**src/rtl/csel_adder_pipe_if.sv**
```systemverilog
`default_nettype none
// ============================================================================
// Module   : csel_adder_pipe_if
// Brief    : Stream bundle for the pipelined carry-select adder.
// Revision : 1.0
// ============================================================================
interface csel_adder_pipe_if #(
    parameter int WIDTH = 16,
    parameter int FIW   = 2
);
    logic             in_valid;
    logic             in_ready;
    logic [WIDTH-1:0] a;
    logic [WIDTH-1:0] b;
    logic             cin;
    logic             fi_en;
    logic [FIW-1:0]   fi_blk;
    logic             out_valid;
    logic             out_ready;
    logic [WIDTH-1:0] sum;
    logic             cout;
    logic             err;
    logic [15:0]      err_cnt;

    modport master (
        output in_valid, a, b, cin, fi_en, fi_blk, out_ready,
        input  in_ready, out_valid, sum, cout, err, err_cnt
    );

    modport slave (
        input  in_valid, a, b, cin, fi_en, fi_blk, out_ready,
        output in_ready, out_valid, sum, cout, err, err_cnt
    );
endinterface
`default_nettype wire

```
**src/rtl/csel_adder_pipe.sv**
```systemverilog
`default_nettype none
// ============================================================================
// Module   : csel_adder_pipe
// Brief    : Pipelined carry-select adder, valid/ready stream, with reference
//            checker and per-block select fault injection.
// Revision : 1.0
// ============================================================================
module csel_adder_pipe #(
    parameter int WIDTH          = 16,
    parameter int BLK            = 4,
    parameter int BLKS_PER_STAGE = 2,
    parameter int CHECK_EN       = 1
) (
    input  wire logic           clk,
    input  wire logic           rst,
    csel_adder_pipe_if.slave    bus
);
    localparam int NB  = WIDTH / BLK;
    localparam int NS  = (NB + BLKS_PER_STAGE - 1) / BLKS_PER_STAGE;
    localparam int FIW = (NB > 1) ? $clog2(NB) : 1;

    // Resolves the blocks owned by stage s; returns {carry_out, sum}.
    function automatic logic [WIDTH:0] f_resolve(
        input int               s,
        input logic [WIDTH-1:0] a,
        input logic [WIDTH-1:0] b,
        input logic [WIDTH-1:0] sum_in,
        input logic             c_in,
        input logic             fe,
        input logic [FIW-1:0]   fb
    );
        logic [WIDTH-1:0] sm;
        logic             c;
        logic [BLK:0]     s0;
        logic [BLK:0]     s1;
        logic [BLK:0]     sel;
        logic             inv;
        sm = sum_in;
        c  = c_in;
        for (int j = 0; j < NB; j++) begin
            if (j / BLKS_PER_STAGE == s) begin
                s0  = {1'b0, a[j*BLK +: BLK]} + {1'b0, b[j*BLK +: BLK]};
                s1  = s0 + {{BLK{1'b0}}, 1'b1};
                inv = fe && (int'(fb) == j);
                sel = (c ^ inv) ? s1 : s0;
                sm[j*BLK +: BLK] = sel[BLK-1:0];
                c   = sel[BLK];
            end
        end
        return {c, sm};
    endfunction

    logic             r_vld [NS];
    logic [WIDTH-1:0] r_a   [NS];
    logic [WIDTH-1:0] r_b   [NS];
    logic [WIDTH-1:0] r_sum [NS];
    logic             r_c   [NS];
    logic             r_fe  [NS];
    logic [FIW-1:0]   r_fb  [NS];
    logic [WIDTH:0]   w_res [NS];
    logic             w_adv;

    assign w_adv         = bus.out_ready | ~r_vld[NS-1];
    assign bus.in_ready  = w_adv;
    assign bus.out_valid = r_vld[NS-1];
    assign bus.sum       = r_sum[NS-1];
    assign bus.cout      = r_c[NS-1];

    for (genvar s = 0; s < NS; s++) begin : g_stage
        if (s == 0) begin : g_first
            assign w_res[s] = f_resolve(0, bus.a, bus.b, '0, bus.cin,
                                        bus.fi_en, bus.fi_blk);
        end else begin : g_next
            assign w_res[s] = f_resolve(s, r_a[s-1], r_b[s-1], r_sum[s-1],
                                        r_c[s-1], r_fe[s-1], r_fb[s-1]);
        end
    end

    always_ff @(posedge clk) begin
        if (rst) begin
            for (int s = 0; s < NS; s++) begin
                r_vld[s] <= 1'b0;
                r_a[s]   <= '0;
                r_b[s]   <= '0;
                r_sum[s] <= '0;
                r_c[s]   <= 1'b0;
                r_fe[s]  <= 1'b0;
                r_fb[s]  <= '0;
            end
        end else if (w_adv) begin
            r_vld[0] <= bus.in_valid;
            r_a[0]   <= bus.a;
            r_b[0]   <= bus.b;
            r_sum[0] <= w_res[0][WIDTH-1:0];
            r_c[0]   <= w_res[0][WIDTH];
            r_fe[0]  <= bus.fi_en;
            r_fb[0]  <= bus.fi_blk;
            for (int s = 1; s < NS; s++) begin
                r_vld[s] <= r_vld[s-1];
                r_a[s]   <= r_a[s-1];
                r_b[s]   <= r_b[s-1];
                r_sum[s] <= w_res[s][WIDTH-1:0];
                r_c[s]   <= w_res[s][WIDTH];
                r_fe[s]  <= r_fe[s-1];
                r_fb[s]  <= r_fb[s-1];
            end
        end
    end

    if (CHECK_EN != 0) begin : g_chk
        logic [WIDTH:0] r_ref [NS];
        logic [15:0]    r_err_cnt;
        logic           w_err;

        assign w_err       = r_vld[NS-1] && ({r_c[NS-1], r_sum[NS-1]} != r_ref[NS-1]);
        assign bus.err     = w_err;
        assign bus.err_cnt = r_err_cnt;

        always_ff @(posedge clk) begin
            if (rst) begin
                for (int s = 0; s < NS; s++) begin
                    r_ref[s] <= '0;
                end
                r_err_cnt <= 16'd0;
            end else begin
                if (w_adv) begin
                    r_ref[0] <= {1'b0, bus.a} + {1'b0, bus.b} + {{WIDTH{1'b0}}, bus.cin};
                    for (int s = 1; s < NS; s++) begin
                        r_ref[s] <= r_ref[s-1];
                    end
                end
                // Counts delivered transactions only, so a held output is counted once.
                if (w_err && bus.out_ready && r_err_cnt != 16'hFFFF) begin
                    r_err_cnt <= r_err_cnt + 16'd1;
                end
            end
        end
    end else begin : g_nochk
        assign bus.err     = 1'b0;
        assign bus.err_cnt = 16'd0;
    end
endmodule
`default_nettype wire
```
**src/flat_wrapper.sv**
```systemverilog
// flat-port wrapper written by rule: the top's interface ports become plain ports
module csel_adder_pipe_flat 
#(
    parameter int WIDTH          = 16,
    parameter int BLK            = 4,
    parameter int BLKS_PER_STAGE = 2,
    parameter int CHECK_EN       = 1
)
  (clk, rst, bus_in_valid, bus_a, bus_b, bus_cin, bus_fi_en, bus_fi_blk, bus_out_ready, bus_in_ready, bus_out_valid, bus_sum, bus_cout, bus_err, bus_err_cnt);
  csel_adder_pipe_if #(.WIDTH(WIDTH)) bus_i ();
  input  wire logic clk;
  input  wire logic rst;
  input wire logic [$bits(bus_i.in_valid)-1:0] bus_in_valid;
  input wire logic [$bits(bus_i.a)-1:0] bus_a;
  input wire logic [$bits(bus_i.b)-1:0] bus_b;
  input wire logic [$bits(bus_i.cin)-1:0] bus_cin;
  input wire logic [$bits(bus_i.fi_en)-1:0] bus_fi_en;
  input wire logic [$bits(bus_i.fi_blk)-1:0] bus_fi_blk;
  input wire logic [$bits(bus_i.out_ready)-1:0] bus_out_ready;
  output wire logic [$bits(bus_i.in_ready)-1:0] bus_in_ready;
  output wire logic [$bits(bus_i.out_valid)-1:0] bus_out_valid;
  output wire logic [$bits(bus_i.sum)-1:0] bus_sum;
  output wire logic [$bits(bus_i.cout)-1:0] bus_cout;
  output wire logic [$bits(bus_i.err)-1:0] bus_err;
  output wire logic [$bits(bus_i.err_cnt)-1:0] bus_err_cnt;
  assign bus_i.in_valid = bus_in_valid;
  assign bus_i.a = bus_a;
  assign bus_i.b = bus_b;
  assign bus_i.cin = bus_cin;
  assign bus_i.fi_en = bus_fi_en;
  assign bus_i.fi_blk = bus_fi_blk;
  assign bus_i.out_ready = bus_out_ready;
  assign bus_in_ready = bus_i.in_ready;
  assign bus_out_valid = bus_i.out_valid;
  assign bus_sum = bus_i.sum;
  assign bus_cout = bus_i.cout;
  assign bus_err = bus_i.err;
  assign bus_err_cnt = bus_i.err_cnt;
  csel_adder_pipe #(.WIDTH(WIDTH), .BLK(BLK), .BLKS_PER_STAGE(BLKS_PER_STAGE), .CHECK_EN(CHECK_EN)) u_core (.clk(clk), .rst(rst), .bus(bus_i));
endmodule
```
**config.mk**
```make
export PLATFORM = sky130hd
export DESIGN_NAME = csel_adder_pipe_flat
export DESIGN_NICKNAME = d
export VERILOG_FILES = /design/src/rtl/csel_adder_pipe_if.sv /design/src/rtl/csel_adder_pipe.sv /design/src/flat_wrapper.sv
export SDC_FILE = /design/constraint.sdc
export NUM_CORES = 1
export LEC_CHECK = 0
export BUFFER_PORTS_ARGS = -buffer_cell sky130_fd_sc_hd__buf_2
export CAP_MARGIN = 20
export CORE_MARGIN = 1.5
export CORE_UTILIZATION = 47
export CTS_CLUSTER_DIAMETER = 50
export DETAILED_ROUTE_END_ITERATION = 6
export PLACE_DENSITY = 0.64
export SLEW_MARGIN = 20
export SYNTH_ARGS = -nofsm -noshare
export SYNTH_HDL_FRONTEND = slang
export SYNTH_SLANG_ARGS = --single-unit
```
**constraint.sdc**
```tcl
create_clock -name clk -period 3.75 [get_ports clk]
set_input_delay 0.5625 -clock clk [delete_from_list [all_inputs] [get_ports clk]]
set_output_delay 0.5625 -clock clk [all_outputs]
set_load 0.05 [all_outputs]
```
==> impl_metrics.ini, run 1 <==
[outcome]
outcome = finished clean

[cts]
clk_latency_ns = 0.34
htree_levels = 3
cts-resized-gates = 0
post_cts_buffers = 0
cts_buffer_depth = 2
clock-sinks = 97
cts_root_buffer = clkbuf_16
clkSlewWorstSetupHoldPaths_ns = 0.06
cts-buffers-inserted = 9
cts_tree = yes
hold_buffers = 0

[synth]
synth_cells = 513
yosys_warnings = 0
syn_nets = 588
avgSynthCellArea_sq_um = 11.1
netlist_area_sq_um = 5690
ys.flop_type = edfxtp_1
synth_edf_count = 81
synth_seq_cells = 97
ys_seq_area_share_pct = 48.4
synth_cell_types = 57
synthArstFlopShare_pct = 0

[sta]
tns_ns = 0
hold_ws_ns = 0.505
hold_violations = 0
max_freq_mhz = 360
period_needed_ns = 2.78
maxSlewHeadroom_pct = 43.8
finalClockSkew_ns = 0.00628
finalSetupViolCount = 0
rsz0062_at_grt = false
tightest_slew_ns = 0.840
finalMaxSlewViolations = 0
fin_crit_sh_pct = 74.1

[power]
p_leak_nw = 2.81
total_power_mw = 2.91
powerDensity_nw_per_um2 = 454
ir_worst_vdd_uv = 212

[critical_path]
path_class = input pin to register
crit_required_ns = 3.85
path_common_cell = o31a_1
worst_r2r_startpoint = u_core.r_b[0][8]$_SDFFCE_PN0P_
cp-endpoint = u_core.g_chk.r_ref[0][16]$_SDFFCE_PN0P_
reg2reg_depth = 7
worstReg2RegEnd = u_core.r_sum[0][29]$_SDFFCE_PN0P_
reg2reg_slack_ns = 1.09
crit_start = bus_b[4]
worst_setup_path_start_kind = input pin
worstPathCellList = buf_2 -> ha_1 -> fa_1 -> a21o_1 -> a21oi_1 -> a31oi_1 -> a41o_1 -> o31a_1 -> o31a_1
slowest_stage = fa_1
crit_fanout = 6
endpoint_kind = register
cpPeakStageDelay_ns = 0.44
crit_arrival_ns = 2.87

[grt]
antenna_found_initial = 0
grt_pass1_wl_microns = 18100
met3_usage_pct = 4.12
grt_pass1_vias = 3818
grt-ovfl-total = 0
grtUsageMet1_pct = 22.4
grt_usage_pct = 17.9
grt-busiest-layer = met2
grt_use_met2_pct = 30.7
grt_max_degree = 82

[route]
antenna_left = 0
drc = 0
drtPass1Iterations = 5
dr_total_vias = 4001
routedWlPerCell_microns = 15.3
viasPerCell = 5.57
routed_wl_microns = 11000
drtIter0Drc = 249

[die]
io_pins = 76
die_w_microns = 113
initial_core_util_pct = 47.8
design.core.area_sq_um = 11900
dieArea_sq_um = 12800
fp-row-count = 40
die_h_microns = 113

[min_path]
min_from = u_core.bus.err_cnt[12]$_SDFFE_PP0P_
min_path_type = register to register

[cells_and_area]
final.fill_count = 1072
utilization_pct = 53.7
antennaDiodeCount = 0
final_area_sq_um = 6400
area_growth_pct = 12.4
layout.nets = 641
drive_gt1_share_pct = 19.6

[place]
gp_congestion = 0.835
portBuffers = 75
hpwl_microns = 8020
place_area_sq_um = 6060

[flow_run]
cap_violations = 0
## metal layers
metal	part of all wire [%]	routed length, microns
met1	45	4920
met2	49	5350
met5	0	0
met3	5.2	573
met4	1.3	138
## metrics by stage
stage / setup WS (ns) / std cells
after global placement: 0.724 / 701
after global routing: 0.905 / 718
after floorplan: 0.987 / 513
after CTS: 1.03 / 717
final: 0.970 / 718
after detailed placement: 0.675 / 701
## state kept, by name, summed over array words and instances (netlist names)
| register | cells |
|---|---|
| u_core.r_fe | 1 |
| u_core.g_chk.r_ref | 34 |
| u_core.bus.err_cnt | 16 |
| u_core.r_b | 8 |
| u_core.r_c | 2 |
| u_core.r_vld | 2 |
| u_core.r_sum | 24 |
| u_core.r_fb | 2 |
| u_core.r_a | 8 |
## power by group
part           internal, mW  switching [mW]  leakage (nW)  total, mW
Combinational         0.221           0.368          1.58      0.588
Clock                 0.603           0.381         0.160      0.984
Sequential             1.29          0.0461          1.07       1.33
Total                  2.11           0.795          2.81       2.91
## placed cells by master, fill, tap and decap left out, drive strengths merged, types with 4 or more instances in the layout
cell	count
or3	6
nor3	14
and2	47
clkbuf	11
and3	6
a21oi	39
mux2i	5
o31a	4
or4	12
nand4	8
edfxtp	81
xor2	28
inv	16
xnor2	15
nand2b	5
dfxtp	16
nor2b	5
nand3	21
nand2	13
buf	80
ha	29
nor2	25
a21o	13
o31ai	13
o21ai	14
fa	6
nor4	4
## worst max-delay path, delay by kind of cell
kind / cells / cell delay, ns
buffers and inverters: 1 / 0.10
AOI/OAI and AO/OA: 6 / 1.51
adders and majority gates: 2 / 0.70
## Yosys cell counts, types with 2 or more instances
cell,count,area [sq um]
nand4_1,7,43.8
nand2_1,13,48.8
a211oi_1,2,15.0
edfxtp_1,81,2430
nor4_1,4,25.0
a21oi_1,38,190
ha_1,29,363
o31a_1,4,35.0
and2_1,46,288
o21ai_0,14,70.1
or3_1,6,37.5
o211ai_1,2,15.0
a2111o_1,2,22.5
a211o_1,2,17.5
nand2b_1,5,31.3
a31oi_1,3,18.8
o31ai_1,13,97.6
xor2_1,27,236
inv_1,15,56.3
buf_4,18,135
nand3_1,21,105
nor3_1,13,65.1
nor2_1,25,93.8
nor2b_1,5,31.3
and3_1,5,31.3
or2_2,2,12.5
a21o_1,13,97.6
o21bai_1,2,15.0
dfxtp_1,16,320
buf_2,2,10.0
xnor2_1,14,123
o21a_1,3,22.5
mux2i_1,5,50.1
clkbuf_1,15,56.3
buf_6,2,22.5
fa_1,6,120
nor3b_1,2,15.0
or4_1,12,90.1
## worst min path at each step
stage,end,slack (ns),cells after the start
floorplan,u_core.g_chk.r_ref[0][17]$_SDFFCE_PN0P_,0.50,1
global placement,u_core.bus.err_cnt[6]$_SDFFE_PP0P_,0.48,2
detailed placement,u_core.bus.err_cnt[12]$_SDFFE_PP0P_,0.49,2
CTS,u_core.bus.err_cnt[12]$_SDFFE_PP0P_,0.50,2
global route,u_core.r_b[0][14]$_SDFFCE_PN0P_,0.52,2
finish,u_core.bus.err_cnt[12]$_SDFFE_PP0P_,0.50,2
## area by class of cell
class	instances	area [sq um]	share of cell area [%]
Sequential cell	97	2750	43.0
Multi-Input combinational cell	363	2660	41.5
Timing Repair Buffer	80	425	6.65
Clock buffer	11	243	3.79
Tap cell	147	184	2.88
Clock inverter	5	78.8	1.23
Inverter	15	56.3	0.880
## cell families after synthesis
kind of cell,count (synthesis),synth area share (%)
XOR/XNOR,43,6.88
AO/OA/AOI/OAI,103,12.0
multiplexers,6,1.08
adder cells (fa/ha/maj),35,8.49
AND/OR/NAND/NOR,176,18.2
flip-flops,97,48.4
buffers and inverters,53,5.01
No activity file was read; power rests on OpenSTA's default activity.
==> inputs of run 2 (changes only) <==
PLACE_DENSITY = 0.67   (was 0.64)
clock period = 2.3 ns   (was 3.75 ns; I/O delays follow)
==> run 2 against run 1 <==
The run now ends with negative setup slack left. Final cell count grew 6.1%. Sequential share of layout area shrank 3.1 points. Wire length grew 6.0%. Total power grew 65%. Sequential power grew 63%. Global-route usage grew 1.2 points. Final area grew 7.7%. Critical endpoint is now u_core.r_sum[0][31]$_SDFFCE_PN0P_.
==> impl_metrics.ini, run 2 (synthesized netlist as in run 1, its figures left out) <==
[outcome]
outcome = finished, violations left
failed_checks = negative setup slack

[sta]
hold_violations = 0
fin_crit_sh_pct = 105
finalMaxSlewViolations = 0
rsz0062_at_grt = true
worst_slack_ns = -0.124
max_freq_mhz = 413
period_needed_ns = 2.42
finalClockSkew_ns = 0.00585
maxSlewHeadroom_pct = 68.6
tightest_slew_ns = 0.470
finalSetupViolCount = 4

[power]
p_sw_mw = 1.38
intPower_mw = 3.41
swShare_pct = 28.8
clockPowerShare_pct = 31.1
combPwrFrac_pct = 23.6
p_leak_nw = 3.02
powerDensity_nw_per_um2 = 696
seqPwrFrac_pct = 45.3
ir_worst_vdd_uv = 447

[die]
die_w_microns = 113
io_pins = 76
initial_core_util_pct = 47.8
die_h_microns = 113
fp-row-count = 40
design.core.area_sq_um = 11900
dieArea_sq_um = 12800

[route]
viasPerCell = 5.46
routedWlPerCell_microns = 15.3
antenna_left = 0
drc = 0
dr_total_vias = 4158
routed_wl_microns = 11600
drtPass1Iterations = 4
drtIter0Drc = 271

[critical_path]
path_class = register to register
reg2reg_slack_ns = -0.12
endpoint_kind = register
crit_required_ns = 2.50
worst_setup_path_start_kind = register
crit_fanout = 7
crit_arrival_ns = 2.63

[cts]
cts_root_buffer = clkbuf_16
cts-buffers-inserted = 9
clkSlewWorstSetupHoldPaths_ns = 0.07
cts_tree = yes
hold_buffers = 0
cts_buffer_depth = 2
htree_levels = 3
clock-sinks = 97
clk_latency_ns = 0.34

[cells_and_area]
layout.nets = 685
seq_area_sq_um = 2750
antennaDiodeCount = 0
multiInputGateArea_sq_um = 2820
final_common_cell = edfxtp_1
largest_register_ffs = 34
drive_gt1_share_pct = 29.4
layout.cells.most_common_list = 81 x edfxtp_1, 74 x buf_2, 46 x and2_1, 46 x buf_4, 30 x a21oi_1
largest-register = u_core.g_chk.r_ref
area_growth_pct = 21.1
final.fill_count = 1003
final_area_sq_um = 6890

[grt]
grt_usage_pct = 19.1
grt_pass1_vias = 4144
grt-ovfl-total = 0
antenna_found_initial = 0
grt_max_degree = 25
grt_pass1_wl_microns = 19400

[min_path]
min_path_type = input pin to register

[place]
portBuffers = 75
gp_congestion = 0.828
pre_cts_slack_ns = -0.328
place_area_sq_um = 6500
hpwl_microns = 8970

[flow_run]
cap_violations = 0
run 2: through the flow:
step / power [mW] / std cells / utilization, % / hold slack (ns) / TNS [ns]
2_1_floorplan: 3.00 / 513 / - / 0.497 / -0.193
3_3_place_gp: 3.27 / 743 / 54.5 / 0.479 / -2.17
3_5_place_dp: 3.31 / 743 / 54.5 / 0.497 / -2.90
4_1_cts: 4.81 / 759 / 57.3 / 0.288 / -0.411
5_1_grt: 5.02 / 762 / 57.8 / 0.299 / -0.965
6_report: 4.80 / 762 / 57.8 / 0.297 / -0.323
run 2: power by group through the flow:
| stage | clock network [mW] | registers (mW) | logic (mW) |
|---|---|---|---|
| finish | 1.49 | 2.17 | 1.13 |
| global route | 1.58 | 2.19 | 1.24 |
| CTS | 1.52 | 2.18 | 1.11 |
| detailed placement | 0 | 2.22 | 1.10 |
| global placement | 0 | 2.21 | 1.06 |
| floorplan | 0 | 2.20 | 0.801 |
run 2: layout make-up:
| class | count | share of cell area (%) |
|---|---|---|
| Clock buffer | 9 | 3.27 |
| Clock inverter | 7 | 1.04 |
| Inverter | 15 | 0.817 |
| Multi-Input combinational cell | 363 | 40.9 |
| Sequential cell | 97 | 40.0 |
| Tap cell | 147 | 2.67 |
| Timing Repair Buffer | 124 | 11.3 |
run 2: per-layer routing:
| metal | wire length [microns] | global-route usage, % | part of all wire [%] | vias to the layer above |
|---|---|---|---|---|
| li1 | - | - | - | 2060 |
| met2 | 5780 | 33.5 | 50 | 106 |
| met4 | 250 | 7.50 | 2.1 | 0 |
| met3 | 458 | 3.32 | 3.9 | 16 |
| met5 | 0 | 0 | 0 | - |
| met1 | 5160 | 23.6 | 44 | 1976 |
run 2: critical path, stage by stage, from the launching register on:
cell	delay, ns
edfxtp_1	0.37
ha_2	0.21
fa_2	0.36
a21o_1	0.18
a21oi_2	0.16
xor2_2	0.22
a21oi_4	0.09
or4_4	0.56
a21oi_2	0.13
run 2: timing repair:
item | in CTS | in global routing
setup buffers | 0 | 3
pin swaps | 5 | 5
setup endpoints to repair | 6 | 11
gates resized for setup | 6 | 9
run 2: worst paths after layout:
| kind | startpoint | endpoint | cells past startpoint |
|---|---|---|---|
| worst min-delay path | bus_a[9] | u_core.r_a[0][9]$_SDFFCE_PN0P_ | 2 |
| worst max register to register | u_core.r_a[0][8]$_SDFFCE_PN0P_ | u_core.r_sum[0][31]$_SDFFCE_PN0P_ | 8 |
| worst min register to register | u_core.bus.err_cnt[9]$_SDFFE_PP0P_ | u_core.bus.err_cnt[9]$_SDFFE_PP0P_ | 2 |
| worst max-delay path | u_core.r_a[0][8]$_SDFFCE_PN0P_ | u_core.r_sum[0][31]$_SDFFCE_PN0P_ | 8 |
